### config.mk
export PLATFORM = sky130hd
export DESIGN_NAME = uart_credits_rx_flat
export DESIGN_NICKNAME = d
export VERILOG_FILES = /design/src/rtl/uart_pkg.sv /design/src/rtl/uart_credits_rx_if.sv /design/src/rtl/uart_rx_fifo.sv /design/src/rtl/uart_credits_rx.sv /design/src/flat_wrapper.sv
export SDC_FILE = /design/constraint.sdc
export NUM_CORES = 1
export LEC_CHECK = 0
export CAP_MARGIN = 30
export CORE_MARGIN = 2
export CORE_UTILIZATION = 55
export DETAILED_ROUTE_END_ITERATION = 10
export GPL_TIMING_DRIVEN = 0
export PLACE_DENSITY = 0.78
export SLEW_MARGIN = 20
export SYNTH_ARGS = -nofsm -noshare
export SYNTH_HDL_FRONTEND = slang
export SYNTH_SLANG_ARGS = --single-unit
### constraint.sdc
create_clock -name clk -period 2.7 [get_ports clk]
set_input_delay 0.54 -clock clk [delete_from_list [all_inputs] [get_ports clk]]
set_output_delay 0.54 -clock clk [all_outputs]
set_load 0.1 [all_outputs]
### src/rtl/uart_pkg.sv
// rtl/uart_pkg.sv - shared UART line-rate defaults and receiver state encoding
package uart_pkg;

    // Line-rate defaults shared with the credits transmitter.
    localparam int CLK_FREQ     = 10_000_000;
    localparam int BAUD_RATE    = 115_200;
    localparam int SYMBOL_COUNT = CLK_FREQ / BAUD_RATE;

    typedef enum logic [2:0] {
        RX_IDLE      = 3'd0,
        RX_START     = 3'd1,
        RX_DATA      = 3'd2,
        RX_STOP      = 3'd3,
        RX_WAIT_HIGH = 3'd4
    } rx_state_t;

endpackage

### src/rtl/uart_credits_rx_if.sv
// rtl/uart_credits_rx_if.sv - received-byte stream and status flags of the credits receiver
interface uart_credits_rx_if;

    logic [7:0] rx_data;
    logic       rx_valid;
    logic       rx_ready;
    logic       frame_err;
    logic       overrun;
    logic       busy;

    // Receiver side: produces bytes and status, consumes ready.
    modport master (
        output rx_data,
        output rx_valid,
        output frame_err,
        output overrun,
        output busy,
        input  rx_ready
    );

    // Consumer side: debug/self-test logic.
    modport slave (
        input  rx_data,
        input  rx_valid,
        input  frame_err,
        input  overrun,
        input  busy,
        output rx_ready
    );

endinterface

### src/rtl/uart_rx_fifo.sv
// rtl/uart_rx_fifo.sv - small synchronous FIFO holding received bytes
module uart_rx_fifo #(
    parameter int WIDTH = 8,
    parameter int DEPTH = 4
) (
    input  logic             clk,
    input  logic             rst_n,
    input  logic             push,
    input  logic [WIDTH-1:0] push_data,
    input  logic             pop,
    output logic [WIDTH-1:0] head,
    output logic             empty,
    output logic             full
);

    localparam int PTR_W = $clog2(DEPTH);

    logic [WIDTH-1:0] mem [DEPTH];
    logic [PTR_W-1:0] wr_ptr;
    logic [PTR_W-1:0] rd_ptr;
    logic [PTR_W:0]   count;
    logic             do_push;
    logic             do_pop;

    // A push into a full FIFO is only taken when the head leaves in the same cycle.
    assign do_push = push && (!full || pop);
    assign do_pop  = pop && !empty;

    assign empty = (count == '0);
    assign full  = (count == (PTR_W + 1)'(DEPTH));
    assign head  = mem[rd_ptr];

    // Storage, pointers and occupancy; pointers wrap naturally modulo DEPTH.
    always_ff @(posedge clk or negedge rst_n) begin
        if (!rst_n) begin
            for (int i = 0; i < DEPTH; i++) begin
                mem[i] <= '0;
            end
            wr_ptr <= '0;
            rd_ptr <= '0;
            count  <= '0;
        end else begin
            if (do_push) begin
                mem[wr_ptr] <= push_data;
                wr_ptr      <= wr_ptr + 1'b1;
            end
            if (do_pop) begin
                rd_ptr <= rd_ptr + 1'b1;
            end
            case ({do_push, do_pop})
                2'b10:   count <= count + 1'b1;
                2'b01:   count <= count - 1'b1;
                default: count <= count;
            endcase
        end
    end

endmodule

### src/rtl/uart_credits_rx.sv
// rtl/uart_credits_rx.sv - 8N1 UART receiver with majority voting, byte FIFO and error flags
module uart_credits_rx
    import uart_pkg::*;
#(
    parameter int CLK_FREQ     = uart_pkg::CLK_FREQ,
    parameter int BAUD_RATE    = uart_pkg::BAUD_RATE,
    parameter int SYMBOL_COUNT = CLK_FREQ / BAUD_RATE,
    parameter int HALF_COUNT   = SYMBOL_COUNT / 2,
    parameter int FIFO_DEPTH   = 4
) (
    input  logic                 clk,
    input  logic                 rst_n,
    input  logic                 rx,
    uart_credits_rx_if.master    bus
);

    localparam int CNT_W = $clog2(SYMBOL_COUNT);

    logic             rx_meta;
    logic             rx_s;
    logic             rx_s_d;
    rx_state_t        state;
    rx_state_t        state_nxt;
    logic [CNT_W-1:0] clk_cnt;
    logic [CNT_W-1:0] clk_cnt_nxt;
    logic [2:0]       bit_cnt;
    logic [2:0]       bit_cnt_nxt;
    logic [7:0]       shift_reg;
    logic [7:0]       shift_nxt;
    logic             samp0;
    logic             samp1;
    logic             vote;
    logic             decide;
    logic             push;
    logic             pop;
    logic             fifo_empty;
    logic             fifo_full;
    logic             frame_err_nxt;
    logic             overrun_nxt;

    // Two-flop synchroniser plus one delayed copy for falling-edge detection; idle-high reset.
    always_ff @(posedge clk or negedge rst_n) begin
        if (!rst_n) begin
            rx_meta <= 1'b1;
            rx_s    <= 1'b1;
            rx_s_d  <= 1'b1;
        end else begin
            rx_meta <= rx;
            rx_s    <= rx_meta;
            rx_s_d  <= rx_s;
        end
    end

    // Capture the two vote samples ahead of the decision point; the third is live rx_s.
    always_ff @(posedge clk or negedge rst_n) begin
        if (!rst_n) begin
            samp0 <= 1'b0;
            samp1 <= 1'b0;
        end else begin
            if (clk_cnt == CNT_W'(HALF_COUNT - 1)) samp0 <= rx_s;
            if (clk_cnt == CNT_W'(HALF_COUNT))     samp1 <= rx_s;
        end
    end

    assign vote   = (samp0 & samp1) | (samp0 & rx_s) | (samp1 & rx_s);
    assign decide = (state == RX_START || state == RX_DATA || state == RX_STOP)
                    && (clk_cnt == CNT_W'(HALF_COUNT + 1));
    assign pop    = bus.rx_valid & bus.rx_ready;

    // State, bit timing and shift register.
    always_ff @(posedge clk or negedge rst_n) begin
        if (!rst_n) begin
            state     <= RX_IDLE;
            clk_cnt   <= '0;
            bit_cnt   <= '0;
            shift_reg <= '0;
            bus.frame_err <= 1'b0;
            bus.overrun   <= 1'b0;
        end else begin
            state     <= state_nxt;
            clk_cnt   <= clk_cnt_nxt;
            bit_cnt   <= bit_cnt_nxt;
            shift_reg <= shift_nxt;
            bus.frame_err <= frame_err_nxt;
            bus.overrun   <= overrun_nxt;
        end
    end

    // Frame sequencing: start qualification, LSB-first data, stop check and error recovery.
    always_comb begin
        state_nxt     = state;
        clk_cnt_nxt   = (clk_cnt == CNT_W'(SYMBOL_COUNT - 1)) ? '0 : clk_cnt + 1'b1;
        bit_cnt_nxt   = bit_cnt;
        shift_nxt     = shift_reg;
        push          = 1'b0;
        frame_err_nxt = 1'b0;
        overrun_nxt   = 1'b0;
        case (state)
            RX_IDLE: begin
                clk_cnt_nxt = '0;
                if (rx_s_d && !rx_s) state_nxt = RX_START;
            end
            RX_START: begin
                if (decide) begin
                    if (vote) begin
                        state_nxt = RX_IDLE;
                    end else begin
                        state_nxt   = RX_DATA;
                        bit_cnt_nxt = '0;
                    end
                end
            end
            RX_DATA: begin
                if (decide) begin
                    shift_nxt   = {vote, shift_reg[7:1]};
                    bit_cnt_nxt = bit_cnt + 1'b1;
                    if (bit_cnt == 3'd7) state_nxt = RX_STOP;
                end
            end
            RX_STOP: begin
                if (decide) begin
                    if (vote) begin
                        if (!fifo_full || pop) push = 1'b1;
                        else                   overrun_nxt = 1'b1;
                        state_nxt = RX_IDLE;
                    end else begin
                        frame_err_nxt = 1'b1;
                        state_nxt     = RX_WAIT_HIGH;
                    end
                end
            end
            RX_WAIT_HIGH: begin
                clk_cnt_nxt = '0;
                if (rx_s) state_nxt = RX_IDLE;
            end
            default: begin
                state_nxt   = RX_IDLE;
                clk_cnt_nxt = '0;
            end
        endcase
    end

    uart_rx_fifo #(
        .WIDTH (8),
        .DEPTH (FIFO_DEPTH)
    ) u_fifo (
        .clk       (clk),
        .rst_n     (rst_n),
        .push      (push),
        .push_data (shift_reg),
        .pop       (pop),
        .head      (bus.rx_data),
        .empty     (fifo_empty),
        .full      (fifo_full)
    );

    assign bus.rx_valid = !fifo_empty;
    assign bus.busy     = (state != RX_IDLE);

endmodule
### src/flat_wrapper.sv
// flat-port wrapper written by rule: the top's interface ports become plain ports
module uart_credits_rx_flat import uart_pkg::*;
#(
    parameter int CLK_FREQ     = uart_pkg::CLK_FREQ,
    parameter int BAUD_RATE    = uart_pkg::BAUD_RATE,
    parameter int SYMBOL_COUNT = CLK_FREQ / BAUD_RATE,
    parameter int HALF_COUNT   = SYMBOL_COUNT / 2,
    parameter int FIFO_DEPTH   = 4
)
  (clk, rst_n, rx, bus_rx_data, bus_rx_valid, bus_frame_err, bus_overrun, bus_busy, bus_rx_ready);
  uart_credits_rx_if bus_i ();
  input  logic clk;
  input  logic rst_n;
  input  logic rx;
  output wire logic [$bits(bus_i.rx_data)-1:0] bus_rx_data;
  output wire logic [$bits(bus_i.rx_valid)-1:0] bus_rx_valid;
  output wire logic [$bits(bus_i.frame_err)-1:0] bus_frame_err;
  output wire logic [$bits(bus_i.overrun)-1:0] bus_overrun;
  output wire logic [$bits(bus_i.busy)-1:0] bus_busy;
  input wire logic [$bits(bus_i.rx_ready)-1:0] bus_rx_ready;
  assign bus_rx_data = bus_i.rx_data;
  assign bus_rx_valid = bus_i.rx_valid;
  assign bus_frame_err = bus_i.frame_err;
  assign bus_overrun = bus_i.overrun;
  assign bus_busy = bus_i.busy;
  assign bus_i.rx_ready = bus_rx_ready;
  uart_credits_rx #(.CLK_FREQ(CLK_FREQ), .BAUD_RATE(BAUD_RATE), .SYMBOL_COUNT(SYMBOL_COUNT), .HALF_COUNT(HALF_COUNT), .FIFO_DEPTH(FIFO_DEPTH)) u_core (.clk(clk), .rst_n(rst_n), .rx(rx), .bus(bus_i));
endmodule
### Yosys cells after proc, flatten, opt, wreduce, memory -nomap -nowiden

Index checks and enable logic that the tools add are counted.

| word-level totals | value |
|---|---|
| register bits after elaboration | 67 |
| bits of input ports | 4 |
| word-level logic and storage cells | 107 |

| operators by class | value |
|---|---|
| add/subtract/negate cells | 6 |
| magnitude comparators | 3 |
| eq/ne operators | 19 |
| multiplexer cells | 33 |
| bitwise operators | 8 |
| reductions and logical operators | 20 |

Operators with widths:

| cell | count |
|---|---|
| $bwmux 32 | 1 |
| $mux 3 | 10 |
| $mux 8 | 3 |
| $eq 7x6->1 const B | 3 |
| $bmux 8 s2 | 1 |
| $demux 8 s2 | 1 |
| $pmux 3 s5 | 1 |
| $mux 7 | 2 |
| $pmux 3 s2 | 2 |
| $mux 1 | 11 |
| $ne 2x1->1 const B | 5 |
| $eq 3x3->1 const B | 3 |
| $add 7x1->7 const B | 1 |
| $eq 7x7->1 const B | 1 |
| $add 3x1->3 const B | 2 |
| $eq 3x2->1 const B | 2 |
| $ge 3x3->1 const B | 2 |
| $logic_not 3->1 | 2 |
| $not 2->3 | 2 |
| $reduce_and 6->1 | 1 |
| $logic_and 1x1->1 | 5 |
| $add 2x1->2 const B | 2 |
| $and 1x1->1 | 4 |
| $ne 2x2->1 const B | 2 |
| 14 further kinds | 20 |

### Longest topological paths before layout

Gate-level depths: netlist of run 1.

| depth | value |
|---|---|
| depth in word-level cells | 11 |
| mapped depth | 12 |
| gate-level depth less buffers | 12 |

### Cells and area by module

Synthesis of run 1 repeated with hierarchy kept, for this count alone.

| second synthesis, totals | value |
|---|---|
| cell total of the unflattened synthesis | 240 |
| area, all modules | 3194.3 um2 |

By module, submodules not included:

| module | instances | cells each | area an instance (um2) | sequential area each (um2) |
|---|---|---|---|---|
| uart_rx_fifo | 1 | 115 | 1801.7 | 975.9 |
| uart_credits_rx | 1 | 125 | 1392.6 | 704.4 |

### Worst setup path after synthesis of run 1

OpenSTA, ideal clock, no wires.

| path | value |
|---|---|
| kind | input -> register |
| start point | input bus_rx_ready |
| end point | register u_core.u_fifo.count[2] |
| arrival | 2.375 ns |
| setup slack | 0.246 ns |
| cell stages on the path | 10 |
| cell sequence | or4b_4 > nor2b_4 > and2_2 > inv_1 > ha_1 > inv_1 > fa_1 > xor2_1 > nor2_1 > xor2_1 |

| on the way | value |
|---|---|
| word-level cells in the longest chain between the ends | 9 |
| elaborated cells between the ends (all ways) | 12 |

Ends and longest elaborated chain:

| what | line | text |
|---|---|---|
| start: declaration | flat_wrapper.sv:20 | `input wire logic [$bits(bus_i.rx_ready)-1:0] bus_rx_ready;` |
| $and 1x1->1 (*) | uart_credits_rx.sv:68 | `assign pop = bus.rx_valid & bus.rx_ready;` |
| $logic_or 1x1->1 | uart_rx_fifo.sv:26, uart_credits_rx.sv:123 |  |
| $mux 1 | uart_credits_rx.sv:123 | `if (!fifo_full \|\| pop) push = 1'b1;` |
| $mux 1 | uart_credits_rx.sv:122 | `if (vote) begin` |
| $mux 1 | uart_credits_rx.sv:121 | `if (decide) begin` |
| $mux 1 | uart_credits_rx.sv:98 | `case (state)` |
| $logic_and 1x1->1 | uart_rx_fifo.sv:26 | `assign do_push = push && (!full \|\| pop);` |
| $eq 2x1->1 / $eq 2x2->1 (equally long branches) | uart_rx_fifo.sv:50 | `case ({do_push, do_pop})` |
| $pmux 3 s2 / $reduce_bool 2->1 (equally long branches) | -- |  |
| end signal: assignment | uart_rx_fifo.sv:51 | `2'b10: count <= count + 1'b1;` |
| end signal: assignment | uart_rx_fifo.sv:52 | `2'b01: count <= count - 1'b1;` |
| end signal: assignment | uart_rx_fifo.sv:53 | `default: count <= count;` |
| end: declaration | uart_rx_fifo.sv:21 | `logic [PTR_W:0] count;` |

Mark *: on every way between the ends. The rest lies on a longest branch, timed or not.
A chain may end at the register's enable or synchronous reset.

### Worst setup path after layout of run 1

| path | value |
|---|---|
| start point | register u_core.u_fifo.rd_ptr[1] |
| end point | output bus_rx_data[5] |

| on the way | value |
|---|---|
| word-level cells in the longest chain between the ends | 4 |

Ends and longest elaborated chain:

| what | line | text |
|---|---|---|
| start: declaration | uart_rx_fifo.sv:20 | `logic [PTR_W-1:0] rd_ptr;` |
| start signal: assignment | uart_rx_fifo.sv:48 | `rd_ptr <= rd_ptr + 1'b1;` |
| $not 2->3 (not written as such) | uart_rx_fifo.sv:31 | `assign head = mem[rd_ptr];` |
| $bmux 8 s2 | uart_rx_fifo.sv:31 |  |
| $mux 8 (not written as such) (2 in a row) | uart_rx_fifo.sv:31 |  |
| end: declaration | flat_wrapper.sv:15 | `output wire logic [$bits(bus_i.rx_data)-1:0] bus_rx_data;` |

No other way between the ends. The select of a mux whose other input is x is not followed.

==> results of run 1 <==
critical path, stage by stage, from the launching register on:
cell and delay (ps):
dfrtp_1 330, buf_1 510, mux4_2 350, clkdlybuf4s15_2 560
cell usage in the layout (no fill, tap or decap), drive strengths merged, types with 4 or more instances in the layout:
master	synthesis	final
and3	9	9
buf	7	12
clkbuf	0	13
clkdlybuf4s15	0	8
clkdlybuf4s50	0	4
dfrtp	64	64
ha	11	11
inv	11	11
mux2	42	42
mux4	8	8
nand2	8	8
nand3	6	6
nor2	16	16
xnor2	6	6
xor2	5	5
metal layers:
metal  part of all wire  track usage  vias up  routed length (um)
li1                   -            -      864                   -
met1               0.48        0.246      920                2570
met2               0.48        0.317       19                2610
met3              0.023       0.0367        9                 124
met4              0.017       0.0712        0                  92
met5                  0            0        -                   0
stage by stage:
stage	hold WS [ps]	utilization
after floorplan	244	-
after global placement	346	0.622
after detailed placement	355	0.626
after CTS	37.0	0.666
after global routing	43.8	0.670
final	41.7	0.670
power by group:
part / total (W) / switching (W) / leakage (nW) / internal [W]
Combinational: 0.000449 / 0.000267 / 0.764 / 0.000182
Clock: 0.000910 / 0.000364 / 0.111 / 0.000546
Sequential: 0.00117 / 0.0000894 / 0.897 / 0.00108
Total: 0.00253 / 0.000720 / 1.77 / 0.00181
worst paths after layout:
| check | startpoint | endpoint | slack (ps) | cells past startpoint |
|---|---|---|---|---|
| max | u_core.u_fifo.rd_ptr[1] | bus_rx_data[5] | 80 | 3 |
| min | rst_n | u_core.bit_cnt[1] | 40 | 1 |
| max reg2reg | u_core.clk_cnt[0] | u_core.u_fifo.count[2] | 200 | 12 |
| min reg2reg | u_core.rx_meta | u_core.rx_s | 360 | 0 |
| max in group asynchronous | rst_n | u_core.rx_meta | 2100 | 2 |
| min in group clk | u_core.rx_meta | u_core.rx_s | 360 | 0 |
layout make-up:
cell class                 instances  share of cell area
tap                               72              0.0240
buffer                             7              0.0153
clock inverter                     4              0.0196
timing repair buffer              19              0.0536
inverter                          11              0.0110
clock buffer                      12              0.0386
sequential                        67               0.447
multi-input combinational        142               0.391
cells by family after synthesis:
| logic type | Yosys count |
|---|---|
| AO/OA/AOI/OAI | 11 |
| XOR/XNOR | 11 |
| adder cells (fa/ha/maj) | 13 |
| buffers and inverters | 18 |
| flip-flops | 67 |
| multiplexers | 51 |
| AND/OR/NAND/NOR | 56 |
what timing repair did:
action / CTS / global route
resized for setup: 26 / 4
setup buffers: 0 / 3
pin swaps: 0 / 2
setup endpoints to repair: 10 / 2
hold buffers: 0 / 0
gates cloned: 0 / 0
==> metrics, run 1 <==
CTS Sinks 67; DRT antenna net count 0; syn_area_per_cell 14.3 sq um; Crit path arrival time 2080 ps; Nets between 200 and 300; Placed Area 3510 sq um; core area 5610 sq um; synth cell count leaders dfrtp_1, mux2_4, nor2_1; Vias/cell 5.43; most common flop cell mapped by yosys dfrtp_1; Setup Skew 7.28 ps; Slew Limit Fails 0; crit path time final 2620 ps; Power Dens Cells 673 nW/um^2; Final Hold Vio Count 0; Slew @ Worst Pin 996 ps; Slew headroom 0.334; Die H 80.8 um; main combinational cell family by area after synthesis multiplexers; count leader, synth dfrtp_1; final cell count without fillers 334; Yosys top cell area share 0.493; fmax 382 MHz; die area 6530 sq um; Yosys warning count 0; I/O Buffers 15; Worst EP required 2160 ps; via count 1,812; Final Cycle Share 0.970; outcome finished, final reports clean; final setup fails 0; mux cell area share after synthesis 0.241; Area contributors post-synth dfrtp_1, mux2_4, mux4_2, ha_1, mux2_2; share of flip-flops with an asynchronous set or reset 1.00; Iteration-0 DRC Markers 55; number of global-route vias before repair 1,903; Lkg Pwr 1.77 nW; Max VDD drop 601 uV; Ports 16; clock-pin slew on the worst setup and hold paths 70 ps; element type at the critical path end output port; xor/xnor share of the synthesized area 0.0297; Worst-Skew Late Latency 330 ps; Syn Inst Count 227; initial antenna violation count 0; Initial Utilization 0.579; first-pass GRT wire length about 9.3 mm; wire per inst 16.2 um; Longest Clk Path Bufs 2; syn nets 243; post-route setup slack ~80 ps; CTS tree built; sequential-to-total area share from yosys stat 0.518; Simple-Gate Fraction of Synth Area 0.106; chip width 80.8 um; max reg flops 32; multi-input logic area 1470 sq um; Max Cap Violations 0; Post-Synth Adder-Cell Area 0.0517; Power Total 0.00253 W; CP startpoint kind register; layout cell share with drive strength beyond 1 0.385; placed cells 315; Initial DRT Pass Iterations 4; HP Class in2async; CTS Root Cell clkbuf_8; Non-Filler Cell Area, Final around 3800 sq um; Crit Path Category reg2out; Synth Cell Area 3250 sq um; DR DRC count 0; num rows 27; Distinct cells, synth 41; cell taking the most area after synthesis dfrtp_1; Area growth syn-to-layout 15.8%; global route total overflow 0; Inserted Clock Buffers 9; crit-path max FO 9; largest net degree at the start of global routing 57; RSZ-0062 raised after global routing true; pre-CTS WS -314 ps; Synth Area in Compound Gates 0.0235; placer congestion estimate about 0.8; Reg area 1680 sq um; number of synthesized flops with an enable pin 0; H-Tree Depth 3; setup TNS 0 ps; FF+latch count, synth 67; final wirelength 5.40 mm; DP HPWL between 3 and 4 mm; antenna cell count 0; fillcell total roughly 430; gr usage total 0.190
No activity file was read; power rests on OpenSTA's default activity.
==> run 2, diff against run 1 <==
- CORE_ASPECT_RATIO: not set -> 1.25
==> run 2 against run 1 <==
Against the previous run:
- hold slack improved by 40 ps
- register-to-register slack barely moved
- sequential cell count is the same
- cell count down 2.4%
- clock-buffer cell count rose by 2
- worst setup slack gained 14 ps
- sequential share of layout area is 0.79 points higher
- clock skew fell by 1.5 ps
- clock power decreased by 20%
- global-route usage is 1.2 points lower
- largest cell class unchanged
- largest power group unchanged
==> metrics, run 2 (synthesized netlist as in run 1, its figures left out) <==
outcome finished, final reports clean; met3 usage 0.0348 (-0.00191); Max VDD drop 504 uV (-16%); met1 Use GR 0.233 (-0.0128); largest net degree at the start of global routing 50 (-12%); Worst Reg-to-Reg Cells 12 (unchanged); Lkg Pwr 1.74 nW (-1.8%); initial antenna violation count 0 (unchanged); Iteration-0 DRC Markers 134 (+140%); HP Class in2async; first-pass GRT wire length 8.82 mm (-5.6%); placed cells 309 (-1.9%); final wirelength 5.18 mm (-4.1%); layout cell share with drive strength beyond 1 0.373 (-0.0124); final cell count without fillers 326 (-2.4%); Crit Path Category reg2out; DP HPWL 3.60 mm (-4.0%); Worst EP required 2160 ps (about the same); CTS tree built; clock-pin slew on the worst setup and hold paths 70 ps (about the same); DR DRC count 0 (unchanged); core area 5740 sq um (+2.4%); crit path time final 2610 ps (-13.6 ps); gr usage total 0.178 (-0.0121); Crit path arrival time 2070 ps (about the same); crit-path max FO 10 (+1); CTS Sinks 67 (unchanged); gr busiest metal met2; R2R Setup Slk 200 ps (about the same); CP startpoint kind register; element type at the critical path end output port; combinational power share 0.181 (+0.004); fmax 384 MHz (+0.52%); Inserted Clock Buffers 9 (unchanged); Setup Skew 5.73 ps (-1.55 ps); Die H 89.9 um (+11%); Ports 16 (unchanged); Final Cycle Share 0.965 (-0.00502); Worst R2R Start u_core.clk_cnt[0]; Vias/cell 5.55 (+2.3%); via count 1,809 (-0.17%); Nets 271 (-0.73%); die area 6540 sq um (about the same); Area growth syn-to-layout 13.8%; chip width 72.7 um (-10%); Max Cap Violations 0 (unchanged); final core occ 0.644 (-0.0268); global route total overflow 0 (unchanged); share of power burned in registers 0.504 (+0.041); I/O Buffers 15 (unchanged); Critical path origin u_core.state[1]; DRT antenna net count 0 (unchanged); num rows 31 (+15%); Psw 0.000691 W (-4.1%); multi-input logic area 1470 sq um (unchanged); max reg flops 32 (unchanged); Slew Limit Fails 0 (unchanged); RSZ-0062 raised after global routing false; sw frac 0.297 (+0.0127); Int Pwr 0.00163 W (-9.8%); Slew headroom 0.356 (+0.0225); Reg area 1680 sq um (unchanged); Worst-Skew Late Latency 330 ps (about the same); Initial DRT Pass Iterations 4 (unchanged); met2 demand-to-capacity share in global routing 0.279 (-0.0386); Power Dens Cells 629 nW/um^2 (-6.6%); most common cell after layout, fill and taps aside dfrtp_1; fillcell total 407 (-4.2%); H-Tree Depth 3 (unchanged); final setup fails 0 (unchanged); wire per inst 15.9 um (-1.7%); reg-to-reg endpoint u_core.u_fifo.count[2]; Initial Utilization 0.565 (-0.0134); antenna cell count 0 (unchanged); placer congestion estimate 0.747 (-7.0%); Longest Clk Path Bufs 2 (unchanged); commonest cells after routing, fill and taps aside dfrtp_1, mux2_4, nor2_1; Clock power frac 0.315 (-0.045); Slew @ Worst Pin 962 ps (-33.7 ps); number of global-route vias before repair 1,878 (-1.3%); Final Hold Vio Count 0 (unchanged); CTS Root Cell clkbuf_8
==> run 2: changes by cell type in the layout (fill, tap and decap cells not counted), sizes merged <==
| cell | change |
|---|---|
| clkbuf | +1 |
| buf | -2 |
| bufinv | -2 |
| dlygate4sd2 | +1 |
==> run 2: worst max-delay path by stage <==
stage          depth (start not counted)                      to
6_report                               3                bus_busy
5_1_grt                                3                bus_busy
4_1_cts                               11  u_core.u_fifo.count[2]
3_5_place_dp                          11  u_core.u_fifo.count[2]
3_3_place_gp                           1    u_core.bus.frame_err
2_1_floorplan                         10  u_core.u_fifo.count[2]
==> run 2: worst max-delay path: stages (launching register included) <==
cell and delay, ps:
dfrtp_1 370, buf_1 340, or3_1 170, dlygate4sd2_1 850
==> run 2: through the flow <==
| stage | hold WS (ps) | TNS, ps | cell area [sq um] | total power (W) | setup WS, ps |
|---|---|---|---|---|---|
| global route | 93.5 | 0 | 3690 | 0.00246 | 0.107 |
| detailed placement | 349 | -801 | 3500 | 0.00162 | -297 |
| global placement | 347 | -69870 | 3480 | 0.00160 | -1070 |
| CTS | 76.0 | 0 | 3680 | 0.00235 | 39.7 |
| finish | 81.3 | 0 | 3690 | 0.00232 | 93.9 |
| floorplan | 244 | 0 | 3250 | 0.00150 | 246 |
==> run 2: what timing repair did <==
action / in CTS / in global routing
buffers inserted: 0 / 1
setup endpoints to repair: 10 / 1
hold buffers: 0 / 0
hold endpoints to repair: 0 / 0
resized for setup: 26 / 2
==> run 2: final cells by class <==
class | count | area share
Multi-Input combinational cell | 142 | 0.398
Timing Repair Buffer | 17 | 0.0515
Inverter | 11 | 0.0112
Tap cell | 66 | 0.0224
Clock buffer | 14 | 0.0440
Clock inverter | 2 | 0.00271
Buffer | 7 | 0.0156
Sequential cell | 67 | 0.455
==> run 2: power by group through the flow <==
| stage | clock network (W) | logic, W | registers [W] |
|---|---|---|---|
| final | 0.000731 | 0.000420 | 0.00117 |
| after global placement | 0 | 0.000410 | 0.00119 |
| after CTS | 0.000752 | 0.000424 | 0.00117 |
| after detailed placement | 0 | 0.000425 | 0.00119 |
| after floorplan | 0 | 0.000332 | 0.00117 |
| after global routing | 0.000792 | 0.000476 | 0.00119 |
==> run 2: routing by layer <==
layer  up-vias  routed length, um
met5         -                  0
met4         0                114
met3        10                131
met2        26               2580
met1       919               2350
li1        854                  -
==> run 3, diff against run 2 <==
- CAP_MARGIN: 30 -> not set
- CTS_CLUSTER_SIZE: not set -> 14
==> results of run 3 <==
Final layout, timing and power as in run 2 (identical DEF).
